[src/rtl/image_read_stream.sv]
// Frame source: streams a stored RGB888 frame from a sync-read RAM as HSYNC-qualified pixel pairs with VSYNC/blanking.
// Optional build macro IMG_READ_TESTPAT_EN adds test_mode, which replaces RAM reads with an 8-bar colour pattern.
module image_read_stream #(
    parameter int WIDTH          = 768,
    parameter int HEIGHT         = 512,
    parameter int ADDR_W         = 18,
    parameter int VSYNC_CYCLES   = 2,
    parameter int START_UP_DELAY = 100,
    parameter int HSYNC_DELAY    = 160
) (
    input  logic              HCLK,
    input  logic              HRESETn,
    input  logic              start,
`ifdef IMG_READ_TESTPAT_EN
    input  logic              test_mode,
`endif
    output logic              mem_en,
    output logic [ADDR_W-1:0] mem_addr,
    input  logic [47:0]       mem_rdata,
    output logic              VSYNC,
    output logic              HSYNC,
    output logic [7:0]        DATA_R0,
    output logic [7:0]        DATA_G0,
    output logic [7:0]        DATA_B0,
    output logic [7:0]        DATA_R1,
    output logic [7:0]        DATA_G1,
    output logic [7:0]        DATA_B1,
    output logic              busy,
    output logic              frame_done
);

    localparam int HALF  = WIDTH / 2;
    localparam int MAXD0 = (VSYNC_CYCLES > START_UP_DELAY) ? VSYNC_CYCLES : START_UP_DELAY;
    localparam int MAXD  = (MAXD0 > HSYNC_DELAY) ? MAXD0 : HSYNC_DELAY;
    localparam int CNT_W = $clog2(MAXD + 2);
    localparam int M_W   = $clog2(HALF + 1);
    localparam int L_W   = $clog2(HEIGHT + 1);

    localparam logic [CNT_W-1:0]  VS_LAST  = (VSYNC_CYCLES   < 1) ? '0 : CNT_W'(VSYNC_CYCLES - 1);
    localparam logic [CNT_W-1:0]  SU_LAST  = (START_UP_DELAY < 1) ? '0 : CNT_W'(START_UP_DELAY - 1);
    localparam logic [CNT_W-1:0]  HB_LAST  = (HSYNC_DELAY    < 1) ? '0 : CNT_W'(HSYNC_DELAY - 1);
    localparam logic [M_W-1:0]    M_LAST   = M_W'(HALF - 1);
    localparam logic [L_W-1:0]    L_LAST   = L_W'(HEIGHT - 1);
    // Rows are stored bottom-up, so the first line read is the last row in RAM.
    localparam logic [ADDR_W-1:0] TOP_BASE = ADDR_W'((HEIGHT - 1) * HALF);
    localparam logic [ADDR_W-1:0] HALF_A   = ADDR_W'(HALF);

    typedef enum logic [2:0] {
        S_IDLE, S_VSYNC, S_STARTUP, S_ACTIVE, S_HBLANK, S_DONE
    } state_t;

    state_t             r_state;
    state_t             w_next;
    logic [CNT_W-1:0]   r_cnt;
    logic [M_W-1:0]     r_m;
    logic [L_W-1:0]     r_l;
    logic [ADDR_W-1:0]  r_base;
    logic               r_hsync;
    logic               r_frame_done;
    logic               w_line_end;
    logic               w_ram_sel;

    assign w_line_end = (r_m == M_LAST);

    always_ff @(posedge HCLK or negedge HRESETn) begin
        if (!HRESETn) r_state <= S_IDLE;
        else          r_state <= w_next;
    end

    always_comb begin
        w_next = r_state;
        case (r_state)
            S_IDLE:    if (start) w_next = S_VSYNC;
            S_VSYNC:   if (r_cnt == VS_LAST)
                           w_next = (START_UP_DELAY == 0) ? S_ACTIVE : S_STARTUP;
            S_STARTUP: if (r_cnt == SU_LAST) w_next = S_ACTIVE;
            S_ACTIVE:  if (w_line_end) begin
                           if (r_l == L_LAST)        w_next = S_DONE;
                           else if (HSYNC_DELAY == 0) w_next = S_ACTIVE;
                           else                       w_next = S_HBLANK;
                       end
            S_HBLANK:  if (r_cnt == HB_LAST) w_next = S_ACTIVE;
            S_DONE:    w_next = S_IDLE;
            default:   w_next = S_IDLE;
        endcase
    end

    always_comb begin
        busy     = (r_state != S_IDLE);
        VSYNC    = (r_state == S_VSYNC);
        mem_en   = (r_state == S_ACTIVE) && w_ram_sel;
        mem_addr = mem_en ? (r_base + ADDR_W'(r_m)) : '0;
    end

    always_ff @(posedge HCLK or negedge HRESETn) begin
        if (!HRESETn) begin
            r_cnt        <= '0;
            r_m          <= '0;
            r_l          <= '0;
            r_base       <= '0;
            r_hsync      <= 1'b0;
            r_frame_done <= 1'b0;
        end else begin
            r_cnt        <= (w_next != r_state) ? '0 : r_cnt + CNT_W'(1);
            r_hsync      <= (r_state == S_ACTIVE);
            r_frame_done <= (r_state == S_DONE);
            case (r_state)
                S_IDLE: begin
                    r_m    <= '0;
                    r_l    <= '0;
                    r_base <= TOP_BASE;
                end
                S_ACTIVE: begin
                    r_m <= w_line_end ? '0 : r_m + M_W'(1);
                    if (w_line_end && (r_l != L_LAST)) begin
                        r_l    <= r_l + L_W'(1);
                        r_base <= r_base - HALF_A;
                    end
                end
                default: ;
            endcase
        end
    end

    assign HSYNC      = r_hsync;
    assign frame_done = r_frame_done;

`ifdef IMG_READ_TESTPAT_EN
    localparam int BAR_W = (WIDTH / 8 < 1) ? 1 : WIDTH / 8;

    logic       r_test_mode;
    logic [2:0] r_pat0;
    logic [2:0] r_pat1;

    // Pattern is registered in the read cycle so it lines up with HSYNC like RAM data does.
    always_ff @(posedge HCLK or negedge HRESETn) begin
        if (!HRESETn) begin
            r_test_mode <= 1'b0;
            r_pat0      <= '0;
            r_pat1      <= '0;
        end else begin
            if (r_state == S_IDLE && start) r_test_mode <= test_mode;
            if (r_state == S_ACTIVE) begin
                r_pat0 <= 3'({r_m, 1'b0} / BAR_W);
                r_pat1 <= 3'({r_m, 1'b1} / BAR_W);
            end
        end
    end

    assign w_ram_sel = !r_test_mode;
    assign DATA_R0 = !r_hsync ? 8'd0 : r_test_mode ? {8{r_pat0[0]}} : mem_rdata[23:16];
    assign DATA_G0 = !r_hsync ? 8'd0 : r_test_mode ? {8{r_pat0[1]}} : mem_rdata[15:8];
    assign DATA_B0 = !r_hsync ? 8'd0 : r_test_mode ? {8{r_pat0[2]}} : mem_rdata[7:0];
    assign DATA_R1 = !r_hsync ? 8'd0 : r_test_mode ? {8{r_pat1[0]}} : mem_rdata[47:40];
    assign DATA_G1 = !r_hsync ? 8'd0 : r_test_mode ? {8{r_pat1[1]}} : mem_rdata[39:32];
    assign DATA_B1 = !r_hsync ? 8'd0 : r_test_mode ? {8{r_pat1[2]}} : mem_rdata[31:24];
`else
    assign w_ram_sel = 1'b1;
    assign DATA_R0 = r_hsync ? mem_rdata[23:16] : 8'd0;
    assign DATA_G0 = r_hsync ? mem_rdata[15:8]  : 8'd0;
    assign DATA_B0 = r_hsync ? mem_rdata[7:0]   : 8'd0;
    assign DATA_R1 = r_hsync ? mem_rdata[47:40] : 8'd0;
    assign DATA_G1 = r_hsync ? mem_rdata[39:32] : 8'd0;
    assign DATA_B1 = r_hsync ? mem_rdata[31:24] : 8'd0;
`endif

endmodule
[config.mk]
export PLATFORM = sky130hd
export DESIGN_NAME = image_read_stream
export DESIGN_NICKNAME = d
export VERILOG_FILES = /design/src/rtl/image_read_stream.sv
export SDC_FILE = /design/constraint.sdc
export NUM_CORES = 1
export LEC_CHECK = 0
export CORE_UTILIZATION = 44
export DETAILED_ROUTE_END_ITERATION = 10
export MAX_ROUTING_LAYER = met4
export PLACE_DENSITY = 0.9
export RECOVER_POWER = 50
export SETUP_SLACK_MARGIN = 0.3
export SLEW_MARGIN = 20
export SYNTH_ARGS = -nofsm -noshare
export SYNTH_HDL_FRONTEND = slang
export SYNTH_SLANG_ARGS = --single-unit
export TNS_END_PERCENT = 1
[constraint.sdc]
create_clock -name HCLK -period 2.8 [get_ports HCLK]
set_input_delay 0.56 -clock HCLK [delete_from_list [all_inputs] [get_ports HCLK]]
set_output_delay 0.56 -clock HCLK [all_outputs]
set_load 0.03 [all_outputs]
# Word-level counts from Yosys, hierarchy flattened
# Cells that the tools add are included.
# classes
addsub	5
n_eq_ne	13
muxes	21
reduce_logical	5
# ops
op	count
$mux W8	7
$mux W18	2
$pmux W18 S2	1
$pmux W10 S2	1
$add A18 B9 Y18	1
$pmux W9 S2	1
$sub A18 B9 Y18 const B	1
$mux W3	5
$pmux W3 S5	1
$add A10 B1 Y10 const B	1
$eq A10 B9 Y1 const B	1
$mux W10	1
$ne A10 B9 Y1 const B	1
$add A9 B1 Y9 const B	1
$eq A9 B9 Y1 const B	1
$mux W9	1
$add A8 B1 Y8 const B	1
$eq A8 B1 Y1 const B	1
$eq A8 B7 Y1 const B	1
$eq A8 B8 Y1 const B	1
$eq A3 B2 Y1 const B	2
$eq A3 B3 Y1 const B	2
$eq A3 B1 Y1 const B	1
$logic_not A3 Y1	1
other kinds (7)	7
# word_totals
register_bits	50
inputBits	51
out_inout_bits	71
word_cells	51

# Logic depth before layout (Yosys ltp)
# depth
ltp_word	6
depth_mapped	8
ltp_nobuf	7

# Worst setup path after synthesis
# No wires, ideal clock.
# synth_timing
path_type	register to output
from	register r_base[8]
to	output port mem_addr[15]
arrival_ns	1.834
required_time_ns	2.240
slack_ns	0.406
stages_incl_launch_ff	7
path_buffers	0
path_cell_list	dfrtp_1 -> ha_1 -> a21oi_1 -> nor3b_1 -> nand3_1 -> xor2_1 -> nor2_1
# synth_via
elab_chain_len	2
# synth_lines
element	line_no	text
from (decl)	57	logic [ADDR_W-1:0] r_base;
from (signal assigned)	117	r_base <= r_base - HALF_A;
$add A18 B9 Y18	92	mem_addr = mem_en ? (r_base + ADDR_W'(r_m)) : '0;
$mux W18	92	
to (decl)	18	output logic [ADDR_W-1:0] mem_addr,
# Every way passes these cells.

# Worst setup path after layout
# layout_timing
from	register r_m[7]
to	output port mem_addr[8]
# layout_via
elab_chain_len	2
# layout_lines
element	line_no	text
from (decl)	55	logic [M_W-1:0] r_m;
from (signal assigned)	114	r_m <= w_line_end ? '0 : r_m + M_W'(1);
$add A18 B9 Y18	92	
$mux W18	92	
# Every way passes these cells.

==> impl_metrics.json <==
{
  "worstPathArrival_ns": 2.08,
  "ys_ff_latch": 43,
  "remaining_drc_errors": 30,
  "clockBufferDepth": 2,
  "hold_path.class": "flip-flop to flip-flop",
  "grt.total_usage_pct": 26.8,
  "final_hold_viol_count": 0,
  "status": "finished, violations left",
  "tritoncts": "done",
  "die_area_sq_um": 7070,
  "p_clk_share_pct": 37.2,
  "final.fill_count": 509,
  "p_per_area_nw_per_um2": 258,
  "relSlewSlack_pct": -56.4,
  "fin_ws_ns": 0.159,
  "critPathMaxStageDelay_ns": 0.68,
  "wl_per_cell_um": 16.7,
  "drt_iter0_drc": 351,
  "setup_viol": 0,
  "n_antenna_cell": 0,
  "cp.depth": 5,
  "antenna_found_initial": 0,
  "combPwrFrac_pct": 7.1,
  "cp.required_ns": 2.24,
  "gp_congestion": 0.863,
  "dieHeight_um": 84.1,
  "slew_viol_final": 44,
  "ios": 122,
  "critPathLaunch": "r_m[7]",
  "drv_cap": 1,
  "tightest_slew_ns": 2.35,
  "endpoint": "mem_addr[8]",
  "p_seq_share_pct": 55.7,
  "crit_path_end_kind": "output port",
  "h-tree-depth": 2,
  "multi_input_area_sq_um": 1790,
  "reg2reg_slack_ns": 0.47,
  "drt_wl_total_um": 9030,
  "clock.fmax_ghz": 0.379,
  "ys_warn_count": 0,
  "crit_fanout": 2,
  "clk_pin_slew_ns": 0.08,
  "synthToLayoutAreaGrowth_pct": 45.9,
  "finalCritPeriodShare_pct": 94.3,
  "hpwl_um": 6850,
  "crit_type": "flip-flop to output port",
  "die_width_um": 84.1,
  "p_int_mw": 0.858,
  "first_pass_iters": 8,
  "syn-num-nets": 405,
  "rows": 29,
  "grt.overflow.total": 0,
  "synth_area_leaders": "dfrtp_1, and2_1, xnor2_1, xor2_1, o21ai_0",
  "synthCells": 346,
  "ant_nets": 0,
  "register_area_sq_um": 1080,
  "irDropWorstVdd_mv": 0.246,
  "layout-drive-gt1-share_pct": 9.46,
  "p_leak_nw": 1.83,
  "clock-sinks": 43,
  "post_drt_via_cell_ratio": 5.66,
  "yosysSeqAreaShare_pct": 36.3,
  "period_minus_slack_ns": 2.64,
  "reg2reg_from": "r_m[1]",
  "p_sw_mw": 0.256,
  "numCtsBuffers": 5,
  "post_cts_buffers": 0,
  "final_nets": 523,
  "async_flop_share_pct": 100,
  "initial_core_util_pct": 46.1,
  "grt_pass1_vias": 2822,
  "cp_cell_sequence": "ha_1 > a31o_2 > xnor2_1 > nor2_1 > clkdlybuf4s50_1",
  "r2r.worst_path.cells": 6,
  "synth_edf_count": 0,
  "synth_ff_type": "dfrtp_1",
  "fin_skew_ns": 0.0157,
  "worstSetupStartpointType": "flip-flop",
  "grt_max_degree": 50,
  "clk-insertion-delay-late_ns": 0.31,
  "swShare_pct": 23.0,
  "yosysTopAreaCell": "dfrtp_1",
  "syn_area_sq_um": 2960,
  "rsz0062_at_grt": "yes",
  "grt_pass1_wl_um": 14300,
  "violations": "design-rule violations, max-capacitance violations, max-slew violations",
  "place_ws_ns": 0.0846,
  "tns_ns": 0,
  "synth_cell_types": 54,
  "port_buffers": 121,
  "rr_endpoint": "r_base[17]",
  "root_buffer": "clkbuf_8",
  "mostFrequentLayoutCell": "clkdlybuf4s50_1",
  "final_cell_mix": "clkdlybuf4s50_1, and2_1, dfrtp_1",
  "vias": 3067,
  "yosys.area.top_type_share_pct": 36.3,
  "cp_top_family": "buffers and inverters",
  "crit_path_top_delay_cell": "clkdlybuf4s50_1",
  "crit_buf_inv": 1,
  "avgSynthCellArea_sq_um": 8.56,
  "coreArea_sq_um": 6420
}
## cells by family after synthesis
kind of cell | share of synthesized area, %
mux | 0.718
fa+ha+maj | 3.38
xor+xnor | 8.28
other cells | 0.127
compound gates | 12.7
simple gates | 34.2
buf+inv | 4.26
flops | 36.3
## worst register-to-register path, cell delays in order, from the launching register on
cell and delay [ns]:
dfrtp_1 0.45, ha_1 0.23, and3_1 0.33, nand4_1 0.16, or4_1 0.56, or4_1 0.44, nand3_1 0.11
## metrics by stage
| stage | instance area (sq um) | util, % | total power [mW] | instances | hold WS (ns) |
|---|---|---|---|---|---|
| final | 4320 | 67.3 | 1.11 | 542 | 0.524 |
| after global routing | 4320 | 67.3 | 1.15 | 542 | 0.558 |
| after detailed placement | 4230 | 65.8 | 0.713 | 534 | 0.506 |
| after global placement | 4230 | 65.8 | 0.711 | 534 | 0.499 |
| after CTS | 4320 | 67.3 | 1.12 | 542 | 0.415 |
| after floorplan | 2960 | - | 0.633 | 346 | 0.264 |
## power groups by stage
stage | registers (mW) | logic, mW | clock network [mW]
after floorplan | 0.633 | 0.000542 | 0
after global placement | 0.633 | 0.0781 | 0
after detailed placement | 0.633 | 0.0797 | 0
after CTS | 0.620 | 0.0800 | 0.422
after global routing | 0.621 | 0.0856 | 0.445
final | 0.620 | 0.0793 | 0.414
## what timing repair did
| action | CTS | global route |
|---|---|---|
| hold buffers | 0 | 0 |
| resized for setup | 10 | 9 |
| setup endpoints to repair | 15 | 26 |
| pin swaps | 0 | 1 |
## area by class of cell
| class | count | area share (%) |
|---|---|---|
| clock inverters | 3 | 0.579 |
| flip-flops and latches | 43 | 24.9 |
| inverters | 6 | 0.521 |
| repair buffers | 132 | 28.9 |
| well taps | 77 | 2.23 |
| clock buffers | 5 | 1.59 |
| multi-input cells | 276 | 41.3 |
## synthesized netlist by cell type, types with 2 or more instances
library cell and n:
buf_2 3, nand3_1 15, and4_1 3, a211oi_1 8
or3b_2 2, o31ai_1 4, and3_1 6, a31o_2 2
or2_2 2, buf_4 3, nor3b_1 2, dfrtp_1 43
nand4_1 11, nor3_1 2, a31oi_1 2, nand2_1 22
a21oi_1 14, nor2_1 25, or3_1 7, ha_1 8
or4_1 3, or4_4 2, and2_1 57, inv_1 4
clkbuf_2 2, xor2_1 14, nor4_1 7, clkbuf_1 11
xnor2_1 14, o21ai_0 24
## state kept, by name (all words and copies together), names as in the netlist
| register | count |
|---|---|
| HSYNC | 1 |
| frame_done | 1 |
| r_base | 11 |
| r_cnt | 8 |
| r_l | 10 |
| r_m | 9 |
| r_state | 3 |
## how the worst min path moves through the flow
stage / start / to / slack (ns) / depth (start not counted)
5_1_grt: r_cnt[0] / r_cnt[0] / 0.56 / 1
4_1_cts: HRESETn / r_base[16] / 0.41 / 1
6_report: r_cnt[0] / r_cnt[0] / 0.52 / 1
3_3_place_gp: r_m[8] / r_m[8] / 0.50 / 1
2_1_floorplan: HRESETn / HSYNC / 0.26 / 0
3_5_place_dp: r_m[8] / r_m[8] / 0.51 / 1
## routing by layer
layer | GRT usage, % | up-vias | part of all wire (%)
met5 | - | - | 0
met4 | 9.09 | 0 | 2.6
met3 | 6.43 | 23 | 7.7
met2 | 47.3 | 150 | 51
met1 | 29.5 | 1440 | 38
li1 | - | 1454 | -
Note: power is estimated with default switching activity, not from simulation.
